`config.mk`:
```
export PLATFORM = sky130hd
export DESIGN_NAME = fp16_result_packer
export DESIGN_NICKNAME = d
export VERILOG_FILES = /design/src/rtl/fp16_result_packer.sv
export SDC_FILE = /design/constraint.sdc
export NUM_CORES = 2
export LEC_CHECK = 0
export ABC_AREA = 1
export CAP_MARGIN = 20
export CORE_MARGIN = 1.5
export CORE_UTILIZATION = 42
export DETAILED_ROUTE_END_ITERATION = 10
export GPL_ROUTABILITY_DRIVEN = 1
export GPL_TIMING_DRIVEN = 0
export SLEW_MARGIN = 20
export SYNTH_ARGS = -nofsm -noshare
export SYNTH_HDL_FRONTEND = slang
export SYNTH_SLANG_ARGS = --single-unit
```
`constraint.sdc`:
```
create_clock -name i_clk -period 57.8 [get_ports i_clk]
set_input_delay 8.67 -clock i_clk [delete_from_list [all_inputs] [get_ports i_clk]]
set_output_delay 8.67 -clock i_clk [all_outputs]
set_load 0.01 [all_outputs]
```
`src/rtl/fp16_result_packer.sv`:
```
// Packs the converter's serial FP16 results into 256-bit, 16-lane write words,
// buffers completed words in a small FIFO and presents them on a valid/ready
// write port with auto-incrementing word addresses and byte strobes.
module fp16_result_packer #(
    parameter int unsigned FIFO_DEPTH = 4,
    parameter int unsigned ADDR_WIDTH = 11
) (
    input  logic                  i_clk,
    input  logic                  i_reset_n,
    input  logic                  i_start,
    input  logic [ADDR_WIDTH-1:0] i_base_addr,
    input  logic [15:0]           i_fp16_result,
    input  logic                  i_valid,
    input  logic                  i_last,
    output logic [255:0]          o_wr_data,
    output logic [31:0]           o_wr_strb,
    output logic [ADDR_WIDTH-1:0] o_wr_addr,
    output logic                  o_wr_valid,
    input  logic                  i_wr_ready,
    output logic                  o_overflow,
    output logic                  o_tile_done,
    output logic                  o_idle
);

    localparam int unsigned PTR_W = $clog2(FIFO_DEPTH);
    localparam int unsigned CNT_W = $clog2(FIFO_DEPTH) + 1;

    logic [3:0]            lane_cnt_q,  lane_cnt_d;
    logic [255:0]          lane_data_q, lane_data_d;
    logic [31:0]           lane_strb_q, lane_strb_d;
    logic [ADDR_WIDTH-1:0] push_addr_q, push_addr_d;
    logic [PTR_W-1:0]      wr_ptr_q,    wr_ptr_d;
    logic [PTR_W-1:0]      rd_ptr_q,    rd_ptr_d;
    logic [CNT_W-1:0]      count_q,     count_d;
    logic                  overflow_q,  overflow_d;
    logic                  tile_done_q, tile_done_d;
    logic                  pending_q,   pending_d;

    logic [255:0]          mem_data_q [FIFO_DEPTH];
    logic [31:0]           mem_strb_q [FIFO_DEPTH];
    logic [ADDR_WIDTH-1:0] mem_addr_q [FIFO_DEPTH];
    logic                  mem_last_q [FIFO_DEPTH];

    // View of the state as seen after an i_start in this cycle has been applied.
    logic [3:0]            base_cnt;
    logic [255:0]          base_data;
    logic [31:0]           base_strb;
    logic [ADDR_WIDTH-1:0] base_addr;
    logic [PTR_W-1:0]      base_wr;
    logic [CNT_W-1:0]      base_count;

    logic [255:0]          word_data;
    logic [31:0]           word_strb;
    logic                  head_valid;
    logic                  pop;
    logic                  complete;
    logic                  push_en;

    assign head_valid = (count_q != '0);

    // Next-state: lane merge, word completion, FIFO push/pop/drop, address and flags.
    always_comb begin
        base_cnt   = i_start ? 4'd0        : lane_cnt_q;
        base_data  = i_start ? '0          : lane_data_q;
        base_strb  = i_start ? '0          : lane_strb_q;
        base_addr  = i_start ? i_base_addr : push_addr_q;
        base_wr    = i_start ? '0          : wr_ptr_q;
        base_count = i_start ? '0          : count_q;

        // A start flushes the FIFO, so a handshake in the same cycle is void.
        pop = !i_start && head_valid && i_wr_ready;

        word_data = base_data;
        word_strb = base_strb;
        if (i_valid) begin
            word_data[{base_cnt, 4'b0000} +: 16] = i_fp16_result;
            word_strb[{base_cnt, 1'b0} +: 2]     = 2'b11;
        end

        complete = i_valid && ((base_cnt == 4'd15) || i_last);
        push_en  = complete && !((base_count == CNT_W'(FIFO_DEPTH)) && !pop);

        lane_cnt_d  = base_cnt;
        lane_data_d = word_data;
        lane_strb_d = word_strb;
        if (complete) begin
            lane_cnt_d  = 4'd0;
            lane_data_d = '0;
            lane_strb_d = '0;
        end else if (i_valid) begin
            lane_cnt_d = base_cnt + 4'd1;
        end

        // Address advances even for dropped words so later words stay aligned.
        push_addr_d = base_addr + ADDR_WIDTH'(complete);
        wr_ptr_d    = base_wr + PTR_W'(push_en);
        rd_ptr_d    = (i_start ? '0 : rd_ptr_q) + PTR_W'(pop);
        count_d     = base_count + CNT_W'(push_en) - CNT_W'(pop);

        overflow_d  = (i_start ? 1'b0 : overflow_q) | (complete && !push_en);
        tile_done_d = pop && mem_last_q[rd_ptr_q];

        pending_d = i_start ? 1'b1 : pending_q;
        if (tile_done_d) begin
            pending_d = 1'b0;
        end
        if (i_valid) begin
            pending_d = 1'b1;
        end
    end

    // Control and lane state registers with synchronous active-low reset.
    always_ff @(posedge i_clk) begin
        if (!i_reset_n) begin
            lane_cnt_q  <= '0;
            lane_data_q <= '0;
            lane_strb_q <= '0;
            push_addr_q <= '0;
            wr_ptr_q    <= '0;
            rd_ptr_q    <= '0;
            count_q     <= '0;
            overflow_q  <= 1'b0;
            tile_done_q <= 1'b0;
            pending_q   <= 1'b0;
        end else begin
            lane_cnt_q  <= lane_cnt_d;
            lane_data_q <= lane_data_d;
            lane_strb_q <= lane_strb_d;
            push_addr_q <= push_addr_d;
            wr_ptr_q    <= wr_ptr_d;
            rd_ptr_q    <= rd_ptr_d;
            count_q     <= count_d;
            overflow_q  <= overflow_d;
            tile_done_q <= tile_done_d;
            pending_q   <= pending_d;
        end
    end

    // FIFO storage; contents need no reset because occupancy gates the outputs.
    always_ff @(posedge i_clk) begin
        if (push_en) begin
            mem_data_q[base_wr] <= word_data;
            mem_strb_q[base_wr] <= word_strb;
            mem_addr_q[base_wr] <= base_addr;
            mem_last_q[base_wr] <= i_last;
        end
    end

    assign o_wr_valid  = head_valid;
    assign o_wr_data   = head_valid ? mem_data_q[rd_ptr_q] : '0;
    assign o_wr_strb   = head_valid ? mem_strb_q[rd_ptr_q] : '0;
    assign o_wr_addr   = head_valid ? mem_addr_q[rd_ptr_q] : '0;
    assign o_overflow  = overflow_q;
    assign o_tile_done = tile_done_q;
    assign o_idle      = (lane_cnt_q == 4'd0) && !head_valid && !pending_q;

endmodule

```
==> impl_results.md <==
- Die Footprint: 0.1482 mm^2
- Largest net degree at the start of global routing: 24
- TritonCTS clock tree: yes
- Average detailed-routed wire length per instance: 22.93 um
- Initial core utilization: 42.50%
- Cell Area, Synth: 0.06128 mm^2
- Number of nets at the end of the flow: 6620
- Sequential share of the synthesized area: 69.03%
- Critical path data required time: 58.31 ns
- Count of clock tree sinks: between 1500 and 2000
- Length of the first detailed-routing pass in iterations: 8
- Fill cells: around 13000
- Fmax: 71.73 MHz
- Number of cells after detailed placement: 8316
- Clock latency on the worst-skew pair: 0.80 ns
- Cell row count: 139
- GRT Resource Usage Total: 26.10%
- Number of nets with antenna violations after routing: 0
- Worst setup SP type: input pin
- Fraction of layout instances using a drive strength above 1: 7.407%
- Post-CTS repair timing setup buffer count: 0
- Critical path peak fanout: 12
- Chip width: 385.0 um
- Number of cells in the finished layout apart from fillers: 8616
- Detailed-route wire length: a little under 200000 um
- Power Density: 32.86 mW/mm^2
- Highest Signal Layer: met5
- DRC Markers: 0
- Result of the run: completed
- Mapped Avg Cell Area: 10.29 um^2
- Number of H-tree levels: 4
- Predominant post-synthesis flop cell: sky130_fd_sc_hd__edfxtp_1
- Ys Warns: 0
- Worst Path Arrival: 14.45 ns
- Yosys reg bits: 1513
- IO Port Bufs: 333
- Via-per-instance ratio: 5.309
- Count of flip-flops with a built-in enable after synthesis: 1200
- Worst setup EP type: flop
- Cell chosen for the clock root: sky130_fd_sc_hd__clkbuf_16
- Antenna violations before repair: 19
- Setup repair after global routing missed its margin: false
- Via count of the first global-routing pass: 42347
- Distinct cell type count after synthesis: 37
- Slew of the pin with the lowest slew margin: 1.230 ns
- Standby leakage power: 27.00 nW
- Total core area: 0.1442 mm^2
- Net count after synthesis: approximately 6000
- Crit Path Category: input pin to flop
- Post-route minimum period: 13.94 ns
- Total I/O pin count: 336
- Reg clk slew, reported paths: 0.06 ns
- Cells after Synth: 5957
- Area added between synthesis and finish: 20.53%
- Maximum Capacitance Violations: 0
- Clock Tree Buf Depth: 3
- Final setup vio count: 0
- Worst min path class: flop to flop
- Sum of overflow across all layers after global routing: 0
- Count of endpoints failing hold in the final timing report: 0
- Detailed-routing wirelength on met1: around 83000 um
- Detailed-routed wire length on met2: 89730 um
- Initial DRC Count: 5494
- Wire length of the first global-routing pass: between 200000 and 300000 um
- GPL Wtd Cong: ~0.92
- Detailed-route via count: 45744
- Clock buffer count from CTS: 160
- Met3 WL: 18000 um
- Max-slew violation count: 0
- Final period util: between 20% and 30%
- Die Y-Extent: ~380 um
- Asr flop ratio synth: 0%
- Highest ir drop seen on vdd: 21.91 uV
- Estimated wirelength of the detail-placed design: 141000 um
- Resized cells post-CTS: 0
- Number of buffers inserted for hold repair after clock tree synthesis: 0
- Total Neg Setup Slack: 0 ns
- Fin Clk Skew: 0.02978 ns
- Worst slew margin: 17.99%
## registers in the layout, indices dropped and copies added (netlist names)
| signal | flops |
|---|---|
| wr_ptr_q | 2 |
| count_q | 3 |
| mem_last_q | 4 |
| mem_addr_q | 44 |
| lane_data_q | 256 |
| lane_cnt_q | 4 |
| rd_ptr_q | 2 |
| o_overflow | 1 |
| pending_q | 1 |
| mem_strb_q | 128 |
| push_addr_q | 11 |
| lane_strb_q | 32 |
| mem_data_q | 1024 |
| o_tile_done | 1 |
## Yosys cell counts (6+ instances only)
library cell,n,area (um^2)
sky130_fd_sc_hd__nor2_1,1453,5454
sky130_fd_sc_hd__buf_4,9,67.56
sky130_fd_sc_hd__nand4_1,34,212.7
sky130_fd_sc_hd__inv_2,13,48.80
sky130_fd_sc_hd__o21ai_0,609,3048
sky130_fd_sc_hd__nand2_1,837,3142
sky130_fd_sc_hd__nor3_1,19,95.09
sky130_fd_sc_hd__buf_2,60,300.3
sky130_fd_sc_hd__buf_1,24,90.09
sky130_fd_sc_hd__nor2_4,6,67.56
sky130_fd_sc_hd__nand3_1,138,690.7
sky130_fd_sc_hd__o21bai_1,16,120.1
sky130_fd_sc_hd__dfxtp_1,313,6266
sky130_fd_sc_hd__clkbuf_1,291,1092
sky130_fd_sc_hd__ha_1,11,137.6
sky130_fd_sc_hd__a21oi_1,598,2993
sky130_fd_sc_hd__inv_1,292,1096
sky130_fd_sc_hd__edfxtp_1,1200,36030
## layout make-up
| type | instances | area (um^2) | share of cell area, % |
|---|---|---|---|
| tap | 1903 | 2381 | 3.224 |
| antenna | 3 | 7.507 | 0.01016 |
| clock buffer | 224 | 4528 | 6.131 |
| inverter | 307 | 1155 | 1.564 |
| timing repair buffer | 456 | 4921 | 6.663 |
| buffer | 386 | 1595 | 2.160 |
| clock inverter | 73 | 694.4 | 0.9402 |
| multi-input combinational | 3751 | 16270 | 22.03 |
| sequential | 1513 | 42300 | 57.28 |
## path summary, 6_finish.rpt
path,startpoint,endpoint,slack (ns),depth (start not counted)
max,i_start,mem_data_q[2][203],43.86,20
min,lane_strb_q[11],lane_strb_q[11],0.47,2
max reg2reg,lane_cnt_q[0],mem_data_q[2][203],52.46,18
min reg2reg,lane_strb_q[11],lane_strb_q[11],0.47,2
## kinds of logic after synthesis
kind of cell               count (synthesis)  synth area share (%)
adders and majority gates                 12                0.2573
and+or+nand+nor                         2507                 16.06
DFF                                     1513                 69.03
AOI/OAI and AO/OA                       1228                 10.14
buffers and inverters                    693                 4.451
xor gates and xnor gates                   4               0.05718
## routing by layer
layer / up-vias / GRT usage [%]
met5: - / 0
met3: 347 / 4.870
li1: 21394 / -
met2: 2046 / 40.59
met1: 21955 / 36.41
met4: 2 / 9.704
## per-stage QoR
stage | setup slack [ns] | util [%] | power, mW | hold slack, ns | area, um^2
CTS | 44.12 | 51.22 | 2.438 | 0.4730 | 73850
finish | 43.86 | 51.22 | 2.427 | 0.4708 | 73850
detailed placement | 43.28 | 47.60 | 1.432 | 0.4634 | 68620
global route | 43.72 | 51.22 | 2.491 | 0.4882 | 73850
global placement | 7.893 | 46.46 | 1.438 | 0.4583 | 66990
floorplan | 26.05 | - | 1.304 | 0.4491 | 61280
## power by group
part           total (mW)  switching (mW)  internal [mW]
combinational       0.230           0.151         0.0790
clock                1.02           0.437          0.579
sequential           1.18         0.00316           1.18
total                2.43           0.591           1.84
## worst max-delay path, cell delays in order
cell	delay, ns
sky130_fd_sc_hd__clkdlybuf4s50_1	0.72
sky130_fd_sc_hd__inv_4	0.32
sky130_fd_sc_hd__nand2_2	0.13
sky130_fd_sc_hd__inv_1	0.10
sky130_fd_sc_hd__clkbuf_1	0.43
sky130_fd_sc_hd__ha_1	0.27
sky130_fd_sc_hd__nand2_1	0.10
sky130_fd_sc_hd__o31ai_2	0.63
sky130_fd_sc_hd__inv_1	0.12
sky130_fd_sc_hd__or2_2	0.29
sky130_fd_sc_hd__clkbuf_1	0.23
sky130_fd_sc_hd__nor3_2	0.70
sky130_fd_sc_hd__buf_4	0.33
sky130_fd_sc_hd__buf_4	0.22
sky130_fd_sc_hd__buf_4	0.23
sky130_fd_sc_hd__buf_4	0.22
sky130_fd_sc_hd__buf_4	0.21
sky130_fd_sc_hd__buf_6	0.17
sky130_fd_sc_hd__buf_6	0.14
sky130_fd_sc_hd__buf_4	0.18
## layout by cell type, fill, tap and decap left out, types with 25 or more instances in the layout
cell                              netlist  final
sky130_fd_sc_hd__buf_4                  9     73
sky130_fd_sc_hd__buf_6                  2     25
sky130_fd_sc_hd__clkbuf_16              0    163
sky130_fd_sc_hd__a21oi_1              598    598
sky130_fd_sc_hd__nand2_1              837    837
sky130_fd_sc_hd__nor2_1              1453   1451
sky130_fd_sc_hd__clkbuf_1             291    312
sky130_fd_sc_hd__edfxtp_1            1200   1200
sky130_fd_sc_hd__nand4_1               34     34
sky130_fd_sc_hd__nand3_1              138    138
sky130_fd_sc_hd__clkinv_2               0     30
sky130_fd_sc_hd__dfxtp_1              313    313
sky130_fd_sc_hd__buf_2                 60     60
sky130_fd_sc_hd__o21ai_0              609    609
sky130_fd_sc_hd__inv_1                292    292
sky130_fd_sc_hd__clkdlybuf4s50_1        0    333
No activity file was read; power rests on OpenSTA's default activity.
